## src/rtl/flp_to_fx_sink_pkg.sv

```systemverilog
// Shared float-format utilities: default field widths, exponent bias and operand classes.
package flp_to_fx_sink_pkg;

    localparam int FLT_N_EXP  = 8;
    localparam int FLT_N_MANT = 23;

    typedef enum logic [1:0] {
        ZERO,
        NORM,
        INF,
        NAN
    } flt_class_e;

    function automatic int flt_bias(input int n_exp);
        return (1 << (n_exp - 1)) - 1;
    endfunction

    // Beyond this many positions any shift either clears or saturates the result.
    function automatic int flt_shift_limit(input int n_mant, input int n_frac);
        return n_mant + n_frac + 2;
    endfunction

endpackage

```

## src/rtl/sync_fifo.sv

```systemverilog
// Single-clock FIFO; a push into a full FIFO is accepted only when a pop happens in the same cycle.
module sync_fifo #(
    parameter int WIDTH = 16,
    parameter int DEPTH = 8
) (
    input  logic             clk,
    input  logic             rst,
    input  logic             push,
    input  logic             pop,
    input  logic [WIDTH-1:0] wdata,
    output logic [WIDTH-1:0] rdata,
    output logic             full,
    output logic             empty
);

    localparam int AW = $clog2(DEPTH);
    localparam logic [AW:0] CNT_FULL = (AW + 1)'(DEPTH);

    logic [WIDTH-1:0] mem [DEPTH];
    logic [AW-1:0]    wr_ptr;
    logic [AW-1:0]    rd_ptr;
    logic [AW:0]      count;
    logic             do_push;
    logic             do_pop;

    assign empty   = (count == '0);
    assign full    = (count == CNT_FULL);
    assign do_pop  = pop && !empty;
    assign do_push = push && (!full || do_pop);
    assign rdata   = empty ? '0 : mem[rd_ptr];

    // NOTE: sequential state uses non-blocking assignments so every register samples pre-edge values.
    always_ff @(posedge clk) begin
        if (rst) begin
            wr_ptr <= '0;
            rd_ptr <= '0;
            count  <= '0;
        end else begin
            if (do_push) wr_ptr <= wr_ptr + 1'b1;
            if (do_pop)  rd_ptr <= rd_ptr + 1'b1;
            case ({do_push, do_pop})
                2'b10:   count <= count + 1'b1;
                2'b01:   count <= count - 1'b1;
                default: count <= count;
            endcase
        end
    end

    // NOTE: storage is not reset; occupancy alone decides which entries are meaningful.
    always_ff @(posedge clk) begin
        if (do_push) mem[wr_ptr] <= wdata;
    end

endmodule

```

## src/rtl/flp_to_fx_sink.sv

```systemverilog
// Float-to-fixed sink: 3-stage convert pipeline feeding an output FIFO.
// Define FLP_SINK_STATS_EN to add the 16-bit saturating sat_cnt output.
module flp_to_fx_sink
    import flp_to_fx_sink_pkg::*;
#(
    parameter int n_exp  = FLT_N_EXP,
    parameter int n_mant = FLT_N_MANT,
    parameter int n_int  = 1,
    parameter int n_frac = 14,
    parameter int Depth  = 8
) (
    input  logic                          clk,
    input  logic                          rst,
    input  logic [n_exp+n_mant:0]         in,
    input  logic                          valid,
    output logic [n_int+n_frac:0]         out,
    output logic                          out_valid,
    input  logic                          out_ready,
    output logic                          sat,
    output logic                          ovf
`ifdef FLP_SINK_STATS_EN
    ,
    output logic [15:0]                   sat_cnt
`endif
);

    localparam int W       = 1 + n_int + n_frac;
    localparam int BIAS    = flt_bias(n_exp);
    localparam int LMAX    = flt_shift_limit(n_mant, n_frac);
    localparam int SA_W    = $clog2(LMAX + 2);
    localparam int MAG_W   = W + 1;
    localparam int EXT_RAW = n_mant + LMAX + 2;
    localparam int EXT     = (EXT_RAW > MAG_W) ? EXT_RAW : MAG_W + 1;

    localparam logic [SA_W-1:0]  LMAX_A  = SA_W'(LMAX);
    localparam logic [MAG_W-1:0] LIM_POS = {2'b00, {(W-1){1'b1}}};
    localparam logic [MAG_W-1:0] LIM_NEG = {2'b01, {(W-1){1'b0}}};

    // ---------------- S1: unpack, classify, shift amount ----------------
    logic              f_sign;
    logic [n_exp-1:0]  f_exp;
    logic [n_mant-1:0] f_mant;
    flt_class_e        cls_c;
    logic              left_c;
    logic [SA_W-1:0]   amt_c;
    int                sh_c;
    int                abs_c;

    assign {f_sign, f_exp, f_mant} = in;

    // NOTE: every always_comb output gets a default first so no path infers a latch.
    always_comb begin
        cls_c = NORM;
        if (f_exp == '0) begin
            cls_c = ZERO;
        end else if (&f_exp) begin
            if (f_mant == '0) cls_c = INF;
            else              cls_c = NAN;
        end
        // Fixed value = {1,mant} * 2^(exp - bias - n_mant + n_frac)
        sh_c   = int'(f_exp) - BIAS - n_mant + n_frac;
        left_c = (sh_c >= 0);
        abs_c  = left_c ? sh_c : -sh_c;
        if (abs_c > LMAX + 1) abs_c = LMAX + 1;
        amt_c  = SA_W'(abs_c);
    end

    logic              s1_valid;
    logic              s1_sign;
    flt_class_e        s1_cls;
    logic [n_mant-1:0] s1_mant;
    logic              s1_left;
    logic [SA_W-1:0]   s1_amt;

    // ---------------- S2: shift and round magnitude ----------------
    logic [n_mant:0]    sig;
    logic [EXT-1:0]     rsh_c;
    logic [EXT-1:0]     val_c;
    logic               big_c;
    logic [MAG_W-1:0]   mag_c;

    assign sig = {1'b1, s1_mant};

    always_comb begin
        rsh_c = '0;
        val_c = '0;
        big_c = 1'b0;
        case (s1_cls)
            INF: big_c = 1'b1;
            NORM: begin
                if (s1_left) begin
                    if (s1_amt > LMAX_A) big_c = 1'b1;
                    else                 val_c = EXT'(sig) << s1_amt;
                end else if (s1_amt <= LMAX_A) begin
                    // The extra LSB catches the half bit; adding it rounds ties away from zero.
                    rsh_c = (EXT'(sig) << 1) >> s1_amt;
                    val_c = (rsh_c >> 1) + EXT'(rsh_c[0]);
                end
            end
            default: val_c = '0;
        endcase
        if (|val_c[EXT-1:MAG_W]) big_c = 1'b1;
        mag_c = val_c[MAG_W-1:0];
    end

    logic             s2_valid;
    logic             s2_sign;
    logic             s2_big;
    logic [MAG_W-1:0] s2_mag;

    // ---------------- S3: sign and saturate ----------------
    logic         sat_c;
    logic [W-1:0] res_c;

    always_comb begin
        sat_c = s2_big || (s2_sign ? (s2_mag > LIM_NEG) : (s2_mag > LIM_POS));
        if (sat_c)        res_c = s2_sign ? {1'b1, {(W-1){1'b0}}} : {1'b0, {(W-1){1'b1}}};
        else if (s2_sign) res_c = -s2_mag[W-1:0];
        else              res_c = s2_mag[W-1:0];
    end

    logic         s3_valid;
    logic [W-1:0] s3_data;

    always_ff @(posedge clk) begin
        if (rst) begin
            s1_valid <= 1'b0;
            s2_valid <= 1'b0;
            s3_valid <= 1'b0;
        end else begin
            s1_valid <= valid;
            s2_valid <= s1_valid;
            s3_valid <= s2_valid;
        end
    end

    // Payload registers follow their valid bit and need no reset.
    always_ff @(posedge clk) begin
        s1_sign <= f_sign;
        s1_cls  <= cls_c;
        s1_mant <= f_mant;
        s1_left <= left_c;
        s1_amt  <= amt_c;
        s2_sign <= s1_sign;
        s2_big  <= big_c;
        s2_mag  <= mag_c;
        s3_data <= res_c;
    end

    // ---------------- output FIFO and sticky flags ----------------
    logic full;
    logic empty;

    sync_fifo #(
        .WIDTH (W),
        .DEPTH (Depth)
    ) u_fifo (
        .clk   (clk),
        .rst   (rst),
        .push  (s3_valid),
        .pop   (out_ready),
        .wdata (s3_data),
        .rdata (out),
        .full  (full),
        .empty (empty)
    );

    assign out_valid = !empty;

    always_ff @(posedge clk) begin
        if (rst) begin
            sat <= 1'b0;
            ovf <= 1'b0;
        end else begin
            if (s2_valid && sat_c) sat <= 1'b1;
            // A full FIFO is never empty, so out_ready alone tells whether a pop frees a slot.
            if (s3_valid && full && !out_ready) ovf <= 1'b1;
        end
    end

`ifdef FLP_SINK_STATS_EN
    always_ff @(posedge clk) begin
        if (rst)                                          sat_cnt <= '0;
        else if (s2_valid && sat_c && sat_cnt != 16'hFFFF) sat_cnt <= sat_cnt + 1'b1;
    end
`endif

endmodule

```

## config.mk

```make
export PLATFORM = sky130hd
export DESIGN_NAME = flp_to_fx_sink
export DESIGN_NICKNAME = d
export VERILOG_FILES = /design/src/rtl/flp_to_fx_sink_pkg.sv /design/src/rtl/sync_fifo.sv /design/src/rtl/flp_to_fx_sink.sv
export SDC_FILE = /design/constraint.sdc
export NUM_CORES = 1
export LEC_CHECK = 0
export CORE_MARGIN = 5
export CORE_UTILIZATION = 45
export DETAILED_ROUTE_END_ITERATION = 8
export GPL_ROUTABILITY_DRIVEN = 0
export PLACE_DENSITY_LB_ADDON = 0.15
export SLEW_MARGIN = 20
export SYNTH_ARGS = -nofsm -noshare
export SYNTH_HDL_FRONTEND = slang
export SYNTH_HIERARCHICAL = 1
export SYNTH_SLANG_ARGS = --single-unit
```

## constraint.sdc

```tcl
create_clock -name clk -period 10.2 [get_ports clk]
set_clock_uncertainty 0.1 [all_clocks]
set_input_delay 1.02 -clock clk [delete_from_list [all_inputs] [get_ports clk]]
set_output_delay 1.02 -clock clk [all_outputs]
set_load 0.02 [all_outputs]
```

==> out/metrics.yaml <==
run_status:
  status: "finished, final reports clean"
finish:
  nets: 1146
  area_growth_syn_to_layout_pct: 13.1
  final_common_cell: "edfxtp_1"
  n_antenna_cell: 0
  finalNonFillerCells: 1448
  drive_above_1_share_pct: 15.4
  fill_cells: 2324
  layout.cells.most_common_list: "edfxtp_1, nor2_1, dfxtp_1"
  utilization_pct: 52.0
sta:
  rsz0062_at_grt: "false"
  finalSetupViolCount: 0
  slew_violations: 0
  slew_headroom_pct: 34.1
  setup_tns_ns: 0
  min_period_ns: 4.42
  fmax_mhz: 226
  tightestPinTransition_ns: 0.986
  hold_viol: 0
  whs_ns: 0.225
  period_share_pct: 43.4
power_and_ir_drop:
  leakage_nw: 4.52
  combPwrFrac_pct: 26.4
  internal_power_mw: 1.84
  p_clk_share_pct: 33.1
  finalPower_mw: 2.63
  pwr-share-seq_pct: 40.5
  switching_share_pct: 30.1
  p_switching_mw: 0.793
  ir_drop_mv: 0.123
  power.density_nw_per_um2: 194
logic_synthesis:
  synthesis.area_um2: 12000
  ys_seq_elements: 214
  ys.flop_type: "edfxtp_1"
  synthCells: 1076
  synth_cell_types: 90
  syn-num-nets: 1127
  synth-edff-count: 128
  avgSynthCellArea_um2: 11.2
  yosys_warnings: 6
  ys_seq_area_share_pct: 46.3
  synthArstFlopShare_pct: 0
worst_setup_path:
  required_ns: 10.50
  crit_path_start_kind: "register"
  crit_fanout: 84
  path_class: "reg -> reg"
  crit_arrival_ns: 4.72
  endpoint_kind: "register"
place:
  hpwl_um: 19500
  port_buffers: 54
  place_inst: 1403
cts:
  htreeDepth: 1
  clockBufferDepth: 3
  cts_setup_buffers: 0
  cts.clk_slew.worst_paths_ns: 0.05
  clk_latency_ns: 0.52
  numCtsBuffers: 24
  tritoncts: "built"
  cts_root_buffer: "clkbuf_16"
  cts_num_sinks: 214
  cts-resized-gates: 0
  hold_buffers: 0
die:
  coreArea_um2: 26100
  die_h_um: 173
  start_util_pct: 45.9
  die_area_um2: 30100
  ios: 55
  fp.dieW_um: 173
  rows: 59
grt:
  grt_pass1_vias: 8362
  antenna_found_initial: 0
  grt_usage_pct: 18.6
  grt_max_degree: 85
  grt_pass1_wl_um: 46100
  overflow: 0
drt:
  wl_per_cell_um: 20.0
  wirelength_um: 28900
  viasPerCell: 6.07
  firstDrtPassIters: 5
  final_antenna_net_count: 0
  num_vias: 8783
  drtIter0Drc: 794
  drc: 0
min_path:
  hold_path_class: "reg -> reg"
run:
  max_cap_viol_count: 0
-- flip-flops by register name (all words and copies together) (netlist names), 2 cells and up, named ones only --
signal	cells
u_fifo/wr_ptr	3
u_fifo/rd_ptr	3
s1_amt	6
s3_data	16
s1_cls	2
s2_mag	17
u_fifo/mem	128
s1_mant	23
u_fifo/count	4
-- final cells by class --
cell class	instances	area, um^2	share of cell area [%]
Sequential cell	214	5570	41.0
Timing Repair Buffer	74	697	5.13
Inverter	23	86.3	0.636
Multi-Input combinational cell	758	5990	44.1
Clock inverter	12	155	1.14
Tap cell	335	419	3.09
Clock buffer	32	661	4.86
-- synth_stat cells, types with 13 or more instances --
master	n	area share, %
nand3_1	18	0.75
dfxtp_1	86	14
clkbuf_1	44	1.4
o21ai_0	25	1.0
edfxtp_1	128	32
and2_1	14	0.73
mux2i_1	53	4.4
and3_1	13	0.68
a211oi_1	18	1.1
nor3b_1	13	0.81
nand2b_1	16	0.83
ha_1	14	1.5
mux2_2	20	1.9
nor2_1	115	3.6
nor2b_1	16	0.83
a21oi_1	54	2.3
buf_2	17	0.71
nor3_1	32	1.3
nand2_1	46	1.4
mux4_2	56	11
xnor2_1	25	1.8
inv_1	22	0.69
o22ai_1	30	1.6
-- worst paths after layout --
path	startpoint	to	slack, ns	depth (start not counted)
hold / removal	s1_sign	s2_sign	0.23	0
setup / recovery	s1_amt[1]	s2_big	5.78	15
hold reg to reg	s1_sign	s2_sign	0.23	0
setup reg to reg	s1_amt[1]	s2_big	5.78	15
-- worst max-delay path, cell delays in order, from the launching register on --
cell and delay, ns:
dfxtp_4 0.39, buf_4 0.74, mux4_2 0.43, and2_1 0.17, a31oi_1 0.41, a221o_1 0.24, o21a_1 0.12, nor2_1 0.04
ha_1 0.23, and3_1 0.16, a311o_1 0.36, and4_4 0.23, a41oi_1 0.18, o22ai_1 0.11, nor4_1 0.29, o21ai_1 0.08
-- cell families after synthesis --
kind of cell               count (synthesis)  share of synthesized area [%]
DFF                                      214                           46.3
adders and majority gates                 15                           1.63
buffers and inverters                    104                           4.06
muxes                                    131                           17.2
and+or+nand+nor                          352                           15.4
xor gates and xnor gates                  31                           2.26
AOI/OAI and AO/OA                        229                           13.0
-- power by group through the flow --
stage	clock network, mW	registers [mW]	logic, mW
floorplan	0	1.05	0.505
global placement	0	1.08	0.685
detailed placement	0	1.09	0.687
CTS	0.895	1.07	0.690
global route	0.931	1.08	0.754
finish	0.870	1.07	0.695
-- metrics by stage --
stage                     worst slack [ns]  area (um^2)
after floorplan                       6.36        12000
after global placement                5.91        12800
after detailed placement              5.80        12800
after CTS                             5.84        13600
after global routing                  5.54        13600
final                                 5.78        13600
-- metal layers --
| metal | global-route usage (%) | wire (um) | part of all wire, % | vias to the layer above |
|---|---|---|---|---|
| li1 | - | - | - | 4194 |
| met1 | 24.5 | 12300 | 43 | 4207 |
| met2 | 31.1 | 13900 | 48 | 309 |
| met3 | 3.34 | 1670 | 5.8 | 73 |
| met4 | 6.78 | 1050 | 3.6 | 0 |
| met5 | 0 | 0 | 0 | - |
Power figures use the tool's default switching activity.
